===== config.mk =====
export PLATFORM = sky130hd
export DESIGN_NAME = value_bias_stream_loader
export DESIGN_NICKNAME = d
export VERILOG_FILES = /design/src/rtl/value_bias_loader_pkg.sv /design/src/rtl/value_bias_loader_buffer.sv /design/src/rtl/value_bias_stream_loader.sv
export SDC_FILE = /design/constraint.sdc
export NUM_CORES = 1
export LEC_CHECK = 0
export ABC_AREA = 1
export CORE_MARGIN = 3
export CORE_UTILIZATION = 58
export DETAILED_ROUTE_END_ITERATION = 12
export PLACE_DENSITY = 0.86
export SKIP_CTS_REPAIR_TIMING = 1
export SYNTH_ARGS = -nofsm -noshare
export SYNTH_HDL_FRONTEND = slang
export SYNTH_HIERARCHICAL = 1
export SYNTH_SLANG_ARGS = --single-unit

===== constraint.sdc =====
create_clock -name clk -period 4.6 [get_ports clk]
set_clock_uncertainty 0.05 [all_clocks]
set_input_delay 0.69 -clock clk [delete_from_list [all_inputs] [get_ports clk]]
set_output_delay 0.69 -clock clk [all_outputs]
set_load 0.05 [all_outputs]

===== src/rtl/value_bias_loader_pkg.sv =====
// Shared types and helpers for the value bias stream loader.
package value_bias_loader_pkg;

  typedef enum logic {
    LOAD   = 1'b0,
    REPLAY = 1'b1
  } loader_state_t;

  // Pointer width that can also hold the value depth itself.
  function automatic int ptr_width(input int depth);
    return $clog2(depth) + 1;
  endfunction

endpackage


===== src/rtl/value_bias_loader_buffer.sv =====
// Register array holding one bias vector: one synchronous write port and
// one combinational read port.
module value_bias_loader_buffer #(
  parameter int DEPTH = 32,
  parameter int P     = 1,
  parameter int W     = 16,
  parameter int AW    = 6
) (
  input  logic         clk,
  input  logic         wr_en,
  input  logic [AW-1:0] wr_addr,
  input  logic [W-1:0] wr_data [P],
  input  logic [AW-1:0] rd_addr,
  output logic [W-1:0] rd_data [P]
);

  localparam int IW = (DEPTH > 1) ? $clog2(DEPTH) : 1;

  logic [W-1:0] mem [DEPTH][P];

  // Contents are intentionally not reset; stale data is never presented.
  always_ff @(posedge clk) begin
    if (wr_en) begin
      for (int p = 0; p < P; p++) begin
        mem[wr_addr[IW-1:0]][p] <= wr_data[p];
      end
    end
  end

  always_comb begin
    for (int p = 0; p < P; p++) begin
      rd_data[p] = mem[rd_addr[IW-1:0]][p];
    end
  end

endmodule


===== src/rtl/value_bias_stream_loader.sv =====
// Loads OUT_DEPTH beats from a valid/ready stream, then replays them forever.
// Optional checksum output enabled by VALUE_BIAS_LOADER_CHECKSUM_EN.
module value_bias_stream_loader
  import value_bias_loader_pkg::*;
#(
  parameter int VALUE_BIAS_TENSOR_SIZE_DIM_0 = 32,
  parameter int VALUE_BIAS_TENSOR_SIZE_DIM_1 = 1,
  parameter int VALUE_BIAS_PRECISION_0       = 16,
  parameter int VALUE_BIAS_PRECISION_1       = 3,
  parameter int VALUE_BIAS_PARALLELISM_DIM_0 = 1,
  parameter int VALUE_BIAS_PARALLELISM_DIM_1 = 1,
  parameter int OUT_DEPTH = VALUE_BIAS_TENSOR_SIZE_DIM_0 / VALUE_BIAS_PARALLELISM_DIM_0
) (
  input  logic clk,
  input  logic rst,
  input  logic [VALUE_BIAS_PRECISION_0-1:0]
               data_in [VALUE_BIAS_PARALLELISM_DIM_0*VALUE_BIAS_PARALLELISM_DIM_1],
  input  logic data_in_valid,
  output logic data_in_ready,
  output logic [VALUE_BIAS_PRECISION_0-1:0]
               data_out [VALUE_BIAS_PARALLELISM_DIM_0*VALUE_BIAS_PARALLELISM_DIM_1],
  output logic data_out_valid,
  input  logic data_out_ready,
  input  logic reload,
`ifdef VALUE_BIAS_LOADER_CHECKSUM_EN
  output logic [VALUE_BIAS_PRECISION_0-1:0] checksum,
`endif
  output logic loaded
);

  localparam int P  = VALUE_BIAS_PARALLELISM_DIM_0 * VALUE_BIAS_PARALLELISM_DIM_1;
  localparam int W  = VALUE_BIAS_PRECISION_0;
  localparam int PW = ptr_width(OUT_DEPTH);
  localparam logic [PW-1:0] LAST = PW'(OUT_DEPTH - 1);

  loader_state_t state_q, state_d;
  logic [PW-1:0] wr_ptr_q, wr_ptr_d;
  logic [PW-1:0] rd_ptr_q, rd_ptr_d;
  logic          in_fire, out_fire, wr_en;

  // Handshake: a beat transfers on a rising edge where valid && ready.
  // Both ready/valid outputs are decoded from the state register only.
  assign data_in_ready  = (state_q == LOAD);
  assign data_out_valid = (state_q == REPLAY);
  assign loaded         = (state_q == REPLAY);

  assign in_fire  = data_in_valid && data_in_ready;
  assign out_fire = data_out_valid && data_out_ready;
  // Reload wins over a concurrent input beat, which is dropped.
  assign wr_en    = in_fire && !reload;

  always_ff @(posedge clk) begin
    if (rst) begin
      state_q  <= LOAD;
      wr_ptr_q <= '0;
      rd_ptr_q <= '0;
    end else begin
      state_q  <= state_d;
      wr_ptr_q <= wr_ptr_d;
      rd_ptr_q <= rd_ptr_d;
    end
  end

  always_comb begin
    state_d  = state_q;
    wr_ptr_d = wr_ptr_q;
    rd_ptr_d = rd_ptr_q;
    if (reload) begin
      state_d  = LOAD;
      wr_ptr_d = '0;
      rd_ptr_d = '0;
    end else begin
      case (state_q)
        LOAD: begin
          if (in_fire) begin
            if (wr_ptr_q == LAST) begin
              state_d  = REPLAY;
              wr_ptr_d = '0;
              rd_ptr_d = '0;
            end else begin
              wr_ptr_d = wr_ptr_q + PW'(1);
            end
          end
        end
        REPLAY: begin
          if (out_fire) begin
            rd_ptr_d = (rd_ptr_q == LAST) ? '0 : rd_ptr_q + PW'(1);
          end
        end
        default: state_d = LOAD;
      endcase
    end
  end

  value_bias_loader_buffer #(
    .DEPTH (OUT_DEPTH),
    .P     (P),
    .W     (W),
    .AW    (PW)
  ) u_buffer (
    .clk     (clk),
    .wr_en   (wr_en),
    .wr_addr (wr_ptr_q),
    .wr_data (data_in),
    .rd_addr (rd_ptr_q),
    .rd_data (data_out)
  );

`ifdef VALUE_BIAS_LOADER_CHECKSUM_EN
  logic [W-1:0] beat_xor;
  logic [W-1:0] checksum_q;

  always_comb begin
    beat_xor = '0;
    for (int p = 0; p < P; p++) begin
      beat_xor = beat_xor ^ data_in[p];
    end
  end

  // Only accepted beats contribute, so the value freezes in REPLAY.
  always_ff @(posedge clk) begin
    if (rst || reload) begin
      checksum_q <= '0;
    end else if (wr_en) begin
      checksum_q <= checksum_q ^ beat_xor;
    end
  end

  assign checksum = checksum_q;
`endif

endmodule


==> results.md <==
- Status: finished, final reports clean
- Fraction of synthesized cell area taken by the top area cell type: 70.95%
- Global-route wire length before repair: 80.63 mm
- Routed length per instance: 21.83 µm
- First-iteration detailed-routing DRC count: 2350
- Ports: 40
- Detailed-placement wirelength estimate: 27.21 mm
- Worst path arrival time: 3.16 ns
- Cells along the critical path: buf_12, nand2_1, nand3_1, nand3_1, nand2_1, nand2_1, nand2_1, nand2_1, nand2_1, buf_4
- Fraction of synthesized area in multiplexers: 0%
- Met2 layer usage reported by global route: 43.15%
- Most common cell on crit path: sky130_fd_sc_hd__nand2_1
- Number of global-route vias before repair: 14560
- Minimum clock period after layout: 3.899 ns
- Effective utilization at floorplan: 59.05%
- Synthesized cell area: 21670 µm²
- Routed via count: 14780
- Xor-xnor portion of the synthesized cell area: 0.04042%
- Post-synthesis net count: 1900
- Die area: 39720 µm²
- Accumulated negative setup slack: 0 ns
- Detailed-route wire length: 52.59 mm
- Maximum fanout along the worst path: 259
- Area growth, synth to finish: 9.654%
- Fraction of the mapped netlist area in adder cells: 0.1155%
- Post-synthesis compound-gate area fraction: 0.2194%
- Clk Tree Root Cell: sky130_fd_sc_hd__clkbuf_16
- Post-synth top flop: sky130_fd_sc_hd__edfxtp_1
- Static leakage: 0.008580 µW
- Total power: 9283 µW
- Post-DP Area: 22240 µm²
- Register bit total from synthesis: 525
- Critical path launch point type: flop
- Count of yosys warnings during synthesis: 6
- Crit-path leading delay family: simple AND/OR/NAND/NOR gates
- GRT busiest layer: met2
- Net count of the finished layout: 1925
- Antenna Nets Post-Route: 0
- Top library cells by usage in the layout, fill and taps aside: sky130_fd_sc_hd__nand2_1 (745), sky130_fd_sc_hd__edfxtp_1 (512), sky130_fd_sc_hd__nand3_1 (406)
- Pwr Density: 390.6 nW/µm²
- Post-layout utilization of the core: 64.75%
- Buffers plus inverters on the worst setup path: 2
- M3 GR Usage: 4.839%
- Total Routing Usage GR: 26.41%
- Maximum resistive drop on vdd: 0.0002640 V
- Crit path largest cell delay: 0.64 ns
- Yosys top cell by area: sky130_fd_sc_hd__edfxtp_1
- Number of distinct library cell variants in the gate-level netlist after synthesis: 29
- Number of placement rows: 70
- Max capacitance violation total: 0
- Library cell contributing the largest single delay on the critical path: sky130_fd_sc_hd__buf_12
- Critical setup path kind: reg2out
- Fin area: 23760 µm²
- Number of clock sinks: 525
- Number of flops mapped to enable cells by yosys: 512
- Transition time of the tightest slew-check pin: 1.293 ns
- Mean area per synthesized cell: 11.55 µm²
- Instance count of the mapped netlist: 1877
- Die span in x: 199.3 µm
- Number of antenna violations at the first check in global routing: 0
- Die extent in y: 199.3 µm
- Number of placed cells counting well taps: 2318
- Classification of the worst-slack hold path: reg2reg
- Share of flip-flops with an asynchronous set or reset after synthesis: 0%
- Ratio of routed vias to standard cells: 6.137
- Number of buffers created by CTS: 50
- Number of buffers on the longest clock path: 3
- Inserted Diodes: 0
- Commonest non-fill, non-tap cell in the layout: sky130_fd_sc_hd__nand2_1
- Number of hold violations in the final report: 0
- Fill cell total of the finished layout: 2433
- Required time of the critical path: 3.86 ns
- CTS HTree Levels: 2
- Setup violators final: 0
- Achievable frequency: 256.5 MHz
- Count of input and output buffers: 39
- Type of destination of the critical path: output port
- Main combinational cell family by area after synthesis: simple AND/OR/NAND/NOR gates
- Layout cells sized above 1: 7.213%
- Clock latency reported for the late side of the worst-skew pair: 0.56 ns
- Non-Filler Instances: 2409
- Placer congestion estimate: 0.8170
- Sequential area share after synthesis: 72.15%
- Residual DRC count: 0
- Cells taking the most area after synthesis: sky130_fd_sc_hd__edfxtp_1 (71%), sky130_fd_sc_hd__nand2_1 (13%), sky130_fd_sc_hd__nand3_1 (9.4%)
- Total core area: 36700 µm²
- Final worst-path cycle share: 84.76%
- Post-Synth Simple-Gate Area: 23.52%
- Worst rel slew slack: 13.53%
- Pin count of the biggest net entering global routing: 260
- GR met1 Demand/Resource: 35.39%
- GRT Residual Overflow: 0
- Number of detailed-routing iterations run before antenna repair: 7
- RSZ-0062 raised after global routing: no
- TritonCTS clock tree: yes
- Max-slew violations: 0
- Clk pin slew, worst setup/hold paths: 0.06 ns
==> cell usage after synthesis (7+ instances only) <==
| cell | number |
|---|---|
| sky130_fd_sc_hd__nor2_1 | 46 |
| sky130_fd_sc_hd__a21oi_1 | 7 |
| sky130_fd_sc_hd__buf_4 | 29 |
| sky130_fd_sc_hd__buf_6 | 24 |
| sky130_fd_sc_hd__nand2_1 | 745 |
| sky130_fd_sc_hd__clkbuf_1 | 19 |
| sky130_fd_sc_hd__dfxtp_1 | 13 |
| sky130_fd_sc_hd__nand3_1 | 406 |
| sky130_fd_sc_hd__buf_2 | 33 |
| sky130_fd_sc_hd__edfxtp_1 | 512 |
| sky130_fd_sc_hd__inv_1 | 21 |
==> flip-flops by register name, indices dropped and copies added (netlist names) <==
signal,count
wr_ptr_q,6
u_buffer/mem,512
rd_ptr_q,6
data_out_valid,1
==> worst paths after layout <==
path	end	depth (start not counted)	start	slack, ns
setup reg to reg	u_buffer/mem[3][5]$_DFFE_PP_	6	data_out_valid$_SDFF_PP0_	2.30
hold reg to reg	rd_ptr_q[5]$_SDFFE_PP0P_	2	rd_ptr_q[5]$_SDFFE_PP0P_	0.43
hold / removal	rd_ptr_q[5]$_SDFFE_PP0P_	2	rd_ptr_q[5]$_SDFFE_PP0P_	0.43
setup / recovery	data_out[8]	10	rd_ptr_q[0]$_SDFFE_PP0P_	0.70
==> area by class of cell <==
class / instances / area [µm²] / area share (%)
multi-input combinational: 1220 / 5177 / 21.79
clock inverter: 25 / 193.9 / 0.8161
inverter: 23 / 93.84 / 0.3949
tap: 468 / 585.6 / 2.464
clock buffer: 66 / 1333 / 5.608
sequential: 525 / 15640 / 65.83
timing repair buffer: 82 / 735.7 / 3.096
==> per-layer routing <==
metal / wire (µm) / part of all wire, % / vias up
li1: - / - / 6555
met1: 18590 / 35 / 7014
met2: 25840 / 49 / 1038
met5: 0 / 0 / -
met3: 5924 / 11 / 177
met4: 2230 / 4.2 / 0
==> stage by stage <==
stage | setup WS (ns) | hold WS, ns
floorplan | 1.999 | 0.3960
global placement | 1.557 | 0.4067
detailed placement | 1.464 | 0.4259
CTS | 0.8551 | 0.4345
global route | 0.6485 | 0.4585
finish | 0.7010 | 0.4344
==> worst reg2reg max path: stages, from the launching register on <==
cell and delay (ns):
sky130_fd_sc_hd__dfxtp_1 0.41, sky130_fd_sc_hd__nor2_4 0.26, sky130_fd_sc_hd__inv_1 0.12, sky130_fd_sc_hd__nor2_1 0.25, sky130_fd_sc_hd__nand3_1 0.32, sky130_fd_sc_hd__nor2_1 0.18
sky130_fd_sc_hd__buf_4 0.35
==> report_power, final <==
| part | switching [µW] | leakage (µW) | internal [µW] |
|---|---|---|---|
| Clock | 1700 | 0.000748 | 2150 |
| Combinational | 128 | 0.00312 | 35.3 |
| Sequential | 4.11 | 0.00471 | 5260 |
==> logic make-up after synthesis <==
family / after synthesis
xor gates and xnor gates: 1
and+or+nand+nor: 1208
DFF: 525
buffers and inverters: 132
adders and majority gates: 2
AOI/OAI and AO/OA: 9
Power figures use the tool's default switching activity.
